==> config.mk <==
export PLATFORM = sky130hd
export DESIGN_NAME = async_fifo_rd_stream
export DESIGN_NICKNAME = d
export VERILOG_FILES = /design/src/rtl/async_fifo_rd_stream_pkg.sv /design/src/rtl/async_fifo_rd_stream_queue2.sv /design/src/rtl/async_fifo_rd_stream.sv
export SDC_FILE = /design/constraint.sdc
export NUM_CORES = 1
export LEC_CHECK = 0
export CAP_MARGIN = 40
export CORE_AREA = 2 2 73 75
export DETAILED_ROUTE_END_ITERATION = 8
export DIE_AREA = 0 0 75 77
export GPL_ROUTABILITY_DRIVEN = 0
export GPL_TIMING_DRIVEN = 0
export PLACE_DENSITY = 0.89
export SLEW_MARGIN = 20
export SYNTH_ARGS = -nofsm -noshare
export SYNTH_HDL_FRONTEND = slang
export SYNTH_SLANG_ARGS = --single-unit
==> constraint.sdc <==
create_clock -name clk -period 9.9 [get_ports clk]
set_input_delay 2.97 -clock clk [delete_from_list [all_inputs] [get_ports clk]]
set_output_delay 2.97 -clock clk [all_outputs]
set_load 0.05 [all_outputs]
==> src/rtl/async_fifo_rd_stream_pkg.sv <==
// Shared definitions for the async FIFO read-side stream adapter:
// controller state encoding and output queue geometry.
package async_fifo_rd_stream_pkg;

    localparam int unsigned QUEUE_DEPTH = 2;
    localparam int unsigned OCC_W       = 2;

    typedef enum logic [1:0] {
        ST_IDLE   = 2'd0,
        ST_ACTIVE = 2'd1,
        ST_FLUSH  = 2'd2
    } state_e;

endpackage

==> src/rtl/async_fifo_rd_stream_queue2.sv <==
// Two-entry in-order output queue with registered head data and valid.
// Supports simultaneous push and pop, plus a clear that empties it.
module stream_queue2
    import async_fifo_rd_stream_pkg::*;
#(
    parameter int unsigned DATA_WIDTH = 8
) (
    input  logic                  clk,
    input  logic                  rst,
    input  logic                  clear,
    input  logic                  push,
    input  logic [DATA_WIDTH-1:0] push_data,
    input  logic                  pop,
    output logic [OCC_W-1:0]      occ,
    output logic                  valid,
    output logic [DATA_WIDTH-1:0] head
);

    logic [DATA_WIDTH-1:0] head_q, head_d;
    logic [DATA_WIDTH-1:0] tail_q, tail_d;
    logic [OCC_W-1:0]      occ_q, occ_d;
    logic                  valid_q, valid_d;

    // Next queue contents; pop is only ever requested while the queue holds a word.
    always_comb begin
        head_d = head_q;
        tail_d = tail_q;
        occ_d  = occ_q;
        if (clear) begin
            occ_d = '0;
        end else begin
            case ({push, pop})
                2'b11: begin
                    if (occ_q == OCC_W'(QUEUE_DEPTH)) begin
                        head_d = tail_q;
                        tail_d = push_data;
                    end else begin
                        head_d = push_data;
                    end
                end
                2'b10: begin
                    if (occ_q == '0) begin
                        head_d = push_data;
                    end else begin
                        tail_d = push_data;
                    end
                    occ_d = occ_q + OCC_W'(1);
                end
                2'b01: begin
                    head_d = tail_q;
                    occ_d  = occ_q - OCC_W'(1);
                end
                default: ;
            endcase
        end
        valid_d = (occ_d != '0);
    end

    always_ff @(posedge clk) begin
        if (rst) begin
            head_q  <= '0;
            tail_q  <= '0;
            occ_q   <= '0;
            valid_q <= 1'b0;
        end else begin
            head_q  <= head_d;
            tail_q  <= tail_d;
            occ_q   <= occ_d;
            valid_q <= valid_d;
        end
    end

    assign occ   = occ_q;
    assign valid = valid_q;
    assign head  = head_q;

    // A word landing into a full queue would be lost; the pop rule upstream prevents it.
    a_no_overflow: assert property (@(posedge clk) disable iff (rst)
        !(push && !pop && !clear && occ_q == OCC_W'(QUEUE_DEPTH)));

endmodule

==> src/rtl/async_fifo_rd_stream.sv <==
// Read-domain consumer for async_fifo: pops the FIFO, hides its one-cycle read
// latency behind a 2-entry queue, and presents a valid/ready stream with flush.
module async_fifo_rd_stream
    import async_fifo_rd_stream_pkg::*;
#(
    parameter int unsigned DATA_WIDTH = 8,
    parameter int unsigned CNT_WIDTH  = 16
) (
    input  logic                  clk,
    input  logic                  rst,
    output logic                  fifo_rd_en,
    input  logic [DATA_WIDTH-1:0] fifo_rd_data,
    input  logic                  fifo_empty,
    output logic                  m_valid,
    input  logic                  m_ready,
    output logic [DATA_WIDTH-1:0] m_data,
    input  logic                  flush,
    output logic                  flush_done,
    output logic [CNT_WIDTH-1:0]  word_count,
    output logic [CNT_WIDTH-1:0]  drop_count
);

    state_e               state_q, state_d;
    logic                 inflight_q, inflight_d;
    logic                 flush_done_q, flush_done_d;
    logic [CNT_WIDTH-1:0] word_count_q, word_count_d;
    logic [CNT_WIDTH-1:0] drop_count_q, drop_count_d;

    logic [OCC_W-1:0]     occ;
    logic [OCC_W-1:0]     occ_nxt;
    logic [2:0]           pending;
    logic                 hs;
    logic                 in_flush;
    logic                 flush_enter;
    logic                 q_push;

    assign in_flush    = (state_q == ST_FLUSH);
    assign hs          = m_valid & m_ready;
    assign flush_enter = flush & ~in_flush;

    // Words owned by this block after this cycle's handshake: buffered plus landing.
    assign pending    = 3'(occ) + 3'(inflight_q) - 3'(hs);
    assign fifo_rd_en = ~rst & ~fifo_empty & (in_flush | (pending < 3'(QUEUE_DEPTH)));

    // Landed words are kept only outside of a flush.
    assign q_push  = inflight_q & ~in_flush & ~flush;
    assign occ_nxt = occ + OCC_W'(q_push) - OCC_W'(hs);

    stream_queue2 #(
        .DATA_WIDTH (DATA_WIDTH)
    ) u_queue (
        .clk       (clk),
        .rst       (rst),
        .clear     (flush_enter),
        .push      (q_push),
        .push_data (fifo_rd_data),
        .pop       (hs),
        .occ       (occ),
        .valid     (m_valid),
        .head      (m_data)
    );

    // Controller next state, landing tracker and counters.
    always_comb begin
        state_d      = state_q;
        inflight_d   = fifo_rd_en;
        flush_done_d = 1'b0;
        word_count_d = word_count_q + CNT_WIDTH'(hs);
        drop_count_d = drop_count_q;
        case (state_q)
            ST_FLUSH: begin
                drop_count_d = drop_count_q + CNT_WIDTH'(inflight_q);
                if (fifo_empty && !inflight_q && !flush) begin
                    state_d      = ST_IDLE;
                    flush_done_d = 1'b1;
                end
            end
            default: begin
                if (flush) begin
                    // Everything buffered or landing now is discarded; a delivered word is not.
                    state_d      = ST_FLUSH;
                    drop_count_d = drop_count_q + CNT_WIDTH'(pending);
                end else if (occ_nxt != '0 || fifo_rd_en) begin
                    state_d = ST_ACTIVE;
                end else begin
                    state_d = ST_IDLE;
                end
            end
        endcase
    end

    always_ff @(posedge clk) begin
        if (rst) begin
            state_q      <= ST_IDLE;
            inflight_q   <= 1'b0;
            flush_done_q <= 1'b0;
            word_count_q <= '0;
            drop_count_q <= '0;
        end else begin
            state_q      <= state_d;
            inflight_q   <= inflight_d;
            flush_done_q <= flush_done_d;
            word_count_q <= word_count_d;
            drop_count_q <= drop_count_d;
        end
    end

    assign flush_done = flush_done_q;
    assign word_count = word_count_q;
    assign drop_count = drop_count_q;

endmodule
# Word level (Yosys, flattened, before mapping)
# Index checks and enable logic that the tools add are counted.
[op_classes]
bitwise_logic = 12
reduce_logical = 14
n_mux = 15
order_cmp = 1
add_sub_neg = 9
n_eq_ne = 9
[op_table]
columns = ["cell", "n"]
rows = [
  ["$add 16x1->16", 2],
  ["$mux 16", 2],
  ["$mux 8", 4],
  ["$pmux 8 s3", 1],
  ["$add 16x3->16", 1],
  ["$pmux 8 s2", 1],
  ["$eq 2x2->1 const B", 4],
  ["$mux 2", 4],
  ["$reduce_bool 2->1", 4],
  ["$and 1x1->1", 6],
  ["$ne 2x1->1 const B", 3],
  ["$not 1->1", 5],
  ["$pmux 2 s2", 1],
  ["$reduce_and 4->1", 1],
  ["$add 2x1->3", 1],
  ["$lt 3x2->1 const B", 1],
  ["$reduce_and 3->1", 1],
  ["$reduce_bool 3->1", 1],
  ["$sub 3x1->3", 1],
  ["$add 2x1->2", 1],
  ["$add 2x1->2 const B", 1],
  ["$eq 2x1->1 const B", 1],
  ["$logic_and 1x1->1", 2],
  ["$logic_not 1->1", 2],
  ["8 further kinds", 9],
]
[word_totals]
output_inout_bits = 43
register_bits = 55
in_bits = 13
word_cells = 69

# Longest topological paths before layout
[logic_depth]
word_depth = 11
ltp_mapped = 13
depth_no_buf = 13

# Cells and area by module
# From an unflattened synthesis, not the netlist that was laid out.
[hier_totals]
cells_unflattened = 327
area_unflattened_um2 = 2875.3
[modules_own_cells]
columns = ["mod", "instances", "seq_area_each_um2", "area_per_inst_um2", "cells_per_inst"]
rows = [
  ["async_fifo_rd_stream", 1, 720.7, 1786.7, 208],
  ["stream_queue2", 1, 380.4, 1088.5, 119],
]

# Worst setup path before layout
# No wires, ideal clock.
[synth_timing]
kind = "input port to output port"
from = "in m_ready"
to = "out fifo_rd_en"
path_slack_ps = 1858
arrival_ps = 5072
path_stages = 9
path_buffers = 0
required_ps = 6930
cell_sequence = "nand2_1 > or2_2 > nand2_1 > ha_1 > fa_1 > inv_1 > a21oi_1 > or2_1 > nor2_1"
[synth_via]
elab_chain_cells = 5
[synth_lines]
columns = ["element", "line", "source"]
rows = [
  ["start: declaration", "async_fifo_rd_stream.sv:15", "input logic m_ready,"],
  ["$and 1x1->1", "async_fifo_rd_stream.sv:38", "assign hs = m_valid & m_ready;"],
  ["$sub 3x1->3", "async_fifo_rd_stream.sv:42", "assign pending = 3'(occ) + 3'(inflight_q) - 3'(hs);"],
  ["$lt 3x2->1", "async_fifo_rd_stream.sv:43", "assign fifo_rd_en = ~rst & ~fifo_empty & (in_flush | (pending < 3'(QUEUE_DEPTH)));"],
  ["$or 1x1->1", "async_fifo_rd_stream.sv:43", ""],
  ["$and 1x1->1", "async_fifo_rd_stream.sv:43", ""],
  ["end: declaration", "async_fifo_rd_stream.sv:11", "output logic fifo_rd_en,"],
]
# Every way passes these cells.

# Worst setup path after layout
# Same ends and word-level chain as after synthesis.

==> impl_metrics.env <==
export IMPL_synth_top_family_by_area="simple AND/OR/NAND/NOR gates"
export IMPL_antenna_cells=0
export IMPL_synth_ff_type="dfxtp_1"
export IMPL_synth_sequential_area_ratio=0.4124
export IMPL_yosys_top_cells_count="55 x dfxtp_1, 46 x nor2_1, 19 x a21oi_1"
export IMPL_critical_path_startpoint_type="input port"
export IMPL_grt_pass1_vias=2200
export IMPL_synthMuxAreaShare=0.02999
export IMPL_netlist_top_cell_by_area="dfxtp_1"
export IMPL_rows=26
export IMPL_yosys_area_top_type_share=0.4124
export IMPL_final_min_period_over_clock_period=0.9148
export IMPL_global_route_overflow_total=0
export IMPL_synth_nets=329
export IMPL_setup_ws_final_ps=843.9
export IMPL_pin_count_of_the_biggest_net_entering_global_routing=17
export IMPL_floorplan_die_area_sq_um=5775
export IMPL_initial_core_util=0.5365
export IMPL_synthCells=303
export IMPL_postSynthAreaPerCell_sq_um=8.812
export IMPL_final_max_slew_violation_count=0
export IMPL_totalWireLength_mm=5.988
export IMPL_hold_path_class="flop to flop"
export IMPL_post_cts_setup_buffers=0
export IMPL_leak_pwr_uw=0.001185
export IMPL_synth_enable_flop_cells=0
export IMPL_clkSlewWorstSetupHoldPaths_ps=100
export IMPL_synth_area_sq_um=2670
export IMPL_initialDrtViolationCount=112
export IMPL_post_route_cells_drive_above_1_share=0.05205
export IMPL_share_of_synthesized_registers_carrying_an_async_set_or_reset=0
export IMPL_timing_critical_path_arrival_ps=6090
export IMPL_yosys_warnings=0
export IMPL_post_route_min_period_ps=9056
export IMPL_cts_tree="built"
export IMPL_clockBufferDepth=2
export IMPL_synth_compound_gate_area_share=0.1382
export IMPL_htree_num_levels=2
export IMPL_setup_repair_after_global_routing_missed_its_margin="false"
export IMPL_cp_data_required_time_ps=6930
export IMPL_placeableCoreArea_sq_um=4977
export IMPL_max_vdd_ir_drop_mv=0.06563
export IMPL_setup_reg_to_reg_worst_slack_ps=6730
export IMPL_drt_first_pass_iters=4
export IMPL_vias=2410
export IMPL_cts_inserted_buffers=5
export IMPL_finish_utilization=0.6795
export IMPL_sink_count=55
export IMPL_worst_slew_pin_tran_ps=833.8
export IMPL_relSlewSlack=0.4441
export IMPL_synth_xor_area_frac=0.06560
export IMPL_grt_antenna_before_repair=0
export IMPL_die_height_um=77
export IMPL_synth_ff_latch_count=55
export IMPL_cts_hold_buf=0
export IMPL_preCtsSetupSlack_ps=897.0
export IMPL_yosysUniqueCellTypes=47
export IMPL_synth_simple_area_share=0.2498
export IMPL_power_density_nw_per_um2=119.0
export IMPL_final_hold_viol_count=0
export IMPL_cts_repair_resize_count=0
export IMPL_groute_usage_overall=0.2157
export IMPL_yosys_cell_count_top_type="dfxtp_1"
export IMPL_drv_cap=0
export IMPL_grt_pass1_wl_mm=9.784
export IMPL_portBuffers=54
export IMPL_finClkSkew_ps=9.768
export IMPL_net_count_of_the_finished_layout=390
export IMPL_detail_route_wl_per_cell_um=13.77
export IMPL_layout_area_overhead_vs_synth_pct=26.66
export IMPL_finalSetupViolCount=0
export IMPL_insertion_delay_ps=310
export IMPL_synth_top_cells_by_area="dfxtp_1 41%, nor2_1 6.5%, ha_1 5.2%, xnor2_1 3.6%, a21oi_1 3.6%"
export IMPL_ant_nets=0
export IMPL_fin_tns_setup_ps=0
export IMPL_drt_vias_per_instance=5.540
export IMPL_width_of_the_chip_um=75
export IMPL_synth_fa_ha_area_frac=0.06654
export IMPL_critPathKind="input port to primary output"
export IMPL_worstSetupEndpointType="primary output"
export IMPL_status="finished, final reports clean"
export IMPL_maximum_clock_rate_ghz=0.1104
export IMPL_io_pins=56
export IMPL_clockRootBuffer="clkbuf_8"
export IMPL_worstPathMaxFanout=6
export IMPL_drc=0
export IMPL_dpl_hpwl_mm=4.360
==> cell type report <==
cell class                      instances  area, sq um
Buffer                                 11        55.05
Tap cell                               70        87.58
Sequential cell                        55         1101
Clock inverter                          3        15.01
Inverter                               12        45.04
Clock buffer                            5        68.82
Timing Repair Buffer                   54        540.5
Fill cell                             396         1595
Multi-Input combinational cell        225         1469
==> registers in the layout, indices dropped and copies added (netlist names) <==
signal and cells:
u_queue.tail_q 8, word_count 16, drop_count 16, inflight_q 1
state_q 2, flush_done 1, u_queue.occ 2, u_queue.head 8
u_queue.valid 1
==> power breakdown <==
part           internal [uW]  total (uW)  switching, uW
Sequential               225         229           3.46
Combinational           20.1        54.1           34.0
Clock                   48.6         119           70.9
==> cells by family after synthesis <==
kind of cell               Yosys count
adders and majority gates           13
muxes                                8
DFF                                 55
and+or+nand+nor                    132
AOI/OAI and AO/OA                   52
xor gates and xnor gates            20
buffers and inverters               23
==> final timing paths <==
check                              startpoint             to  cells after the start
worst max-delay path                  m_ready     fifo_rd_en                     11
worst min-delay path            drop_count[0]  drop_count[0]                      2
worst max register to register  u_queue.valid  drop_count[5]                     12
worst min register to register  drop_count[0]  drop_count[0]                      2
==> stage by stage <==
step           hold slack (ps)  power (uW)  instance area, sq um  cells
2_1_floorplan            461.5       269.1                  2670    303
3_3_place_gp             464.0       286.6                  3298    427
3_5_place_dp             470.7       287.6                  3298    427
4_1_cts                  487.9       405.1                  3382    435
5_1_grt                  517.9       417.4                  3382    435
6_report                 480.7       402.5                  3382    435
==> layer usage <==
layer  vias up  wire length (um)  track usage
li1       1200                 -            -
met1      1142              2672       0.2824
met2        59              2966       0.3526
met3         9               253      0.03417
met4         0                96      0.07857
met5         -                 0            0
==> worst max-delay path, cell delays in order <==
cell	delay (ps)
clkdlybuf4s50_1	520
nand2_1	180
or2_2	370
nand2_1	100
ha_1	170
fa_1	430
inv_1	70
a21oi_1	50
or2_1	260
nor2_1	140
clkdlybuf4s50_1	820
==> cell usage in the layout (no fill, tap or decap), types with 3 or more instances in the layout <==
| master | synthesis | final |
|---|---|---|
| dfxtp_1 | 55 | 55 |
| clkdlybuf4s50_1 | 0 | 54 |
| nor2_1 | 46 | 46 |
| a21oi_1 | 19 | 19 |
| nand2_1 | 17 | 17 |
| inv_1 | 12 | 12 |
| nor3_1 | 12 | 12 |
| xnor2_1 | 11 | 11 |
| ha_1 | 11 | 11 |
| nand3_1 | 10 | 10 |
| xor2_1 | 9 | 9 |
| a221oi_1 | 8 | 8 |
| mux2i_1 | 8 | 8 |
| o31ai_1 | 7 | 7 |
| or4_1 | 7 | 7 |
| nand4_1 | 6 | 6 |
| nor4_1 | 6 | 6 |
| or3_1 | 6 | 6 |
| clkbuf_1 | 5 | 5 |
| o21ai_0 | 5 | 5 |
| clkbuf_8 | 0 | 5 |
| and3_1 | 4 | 4 |
| nor2b_1 | 4 | 4 |
| clkinv_2 | 0 | 3 |
Note: power is estimated with default switching activity, not from simulation.
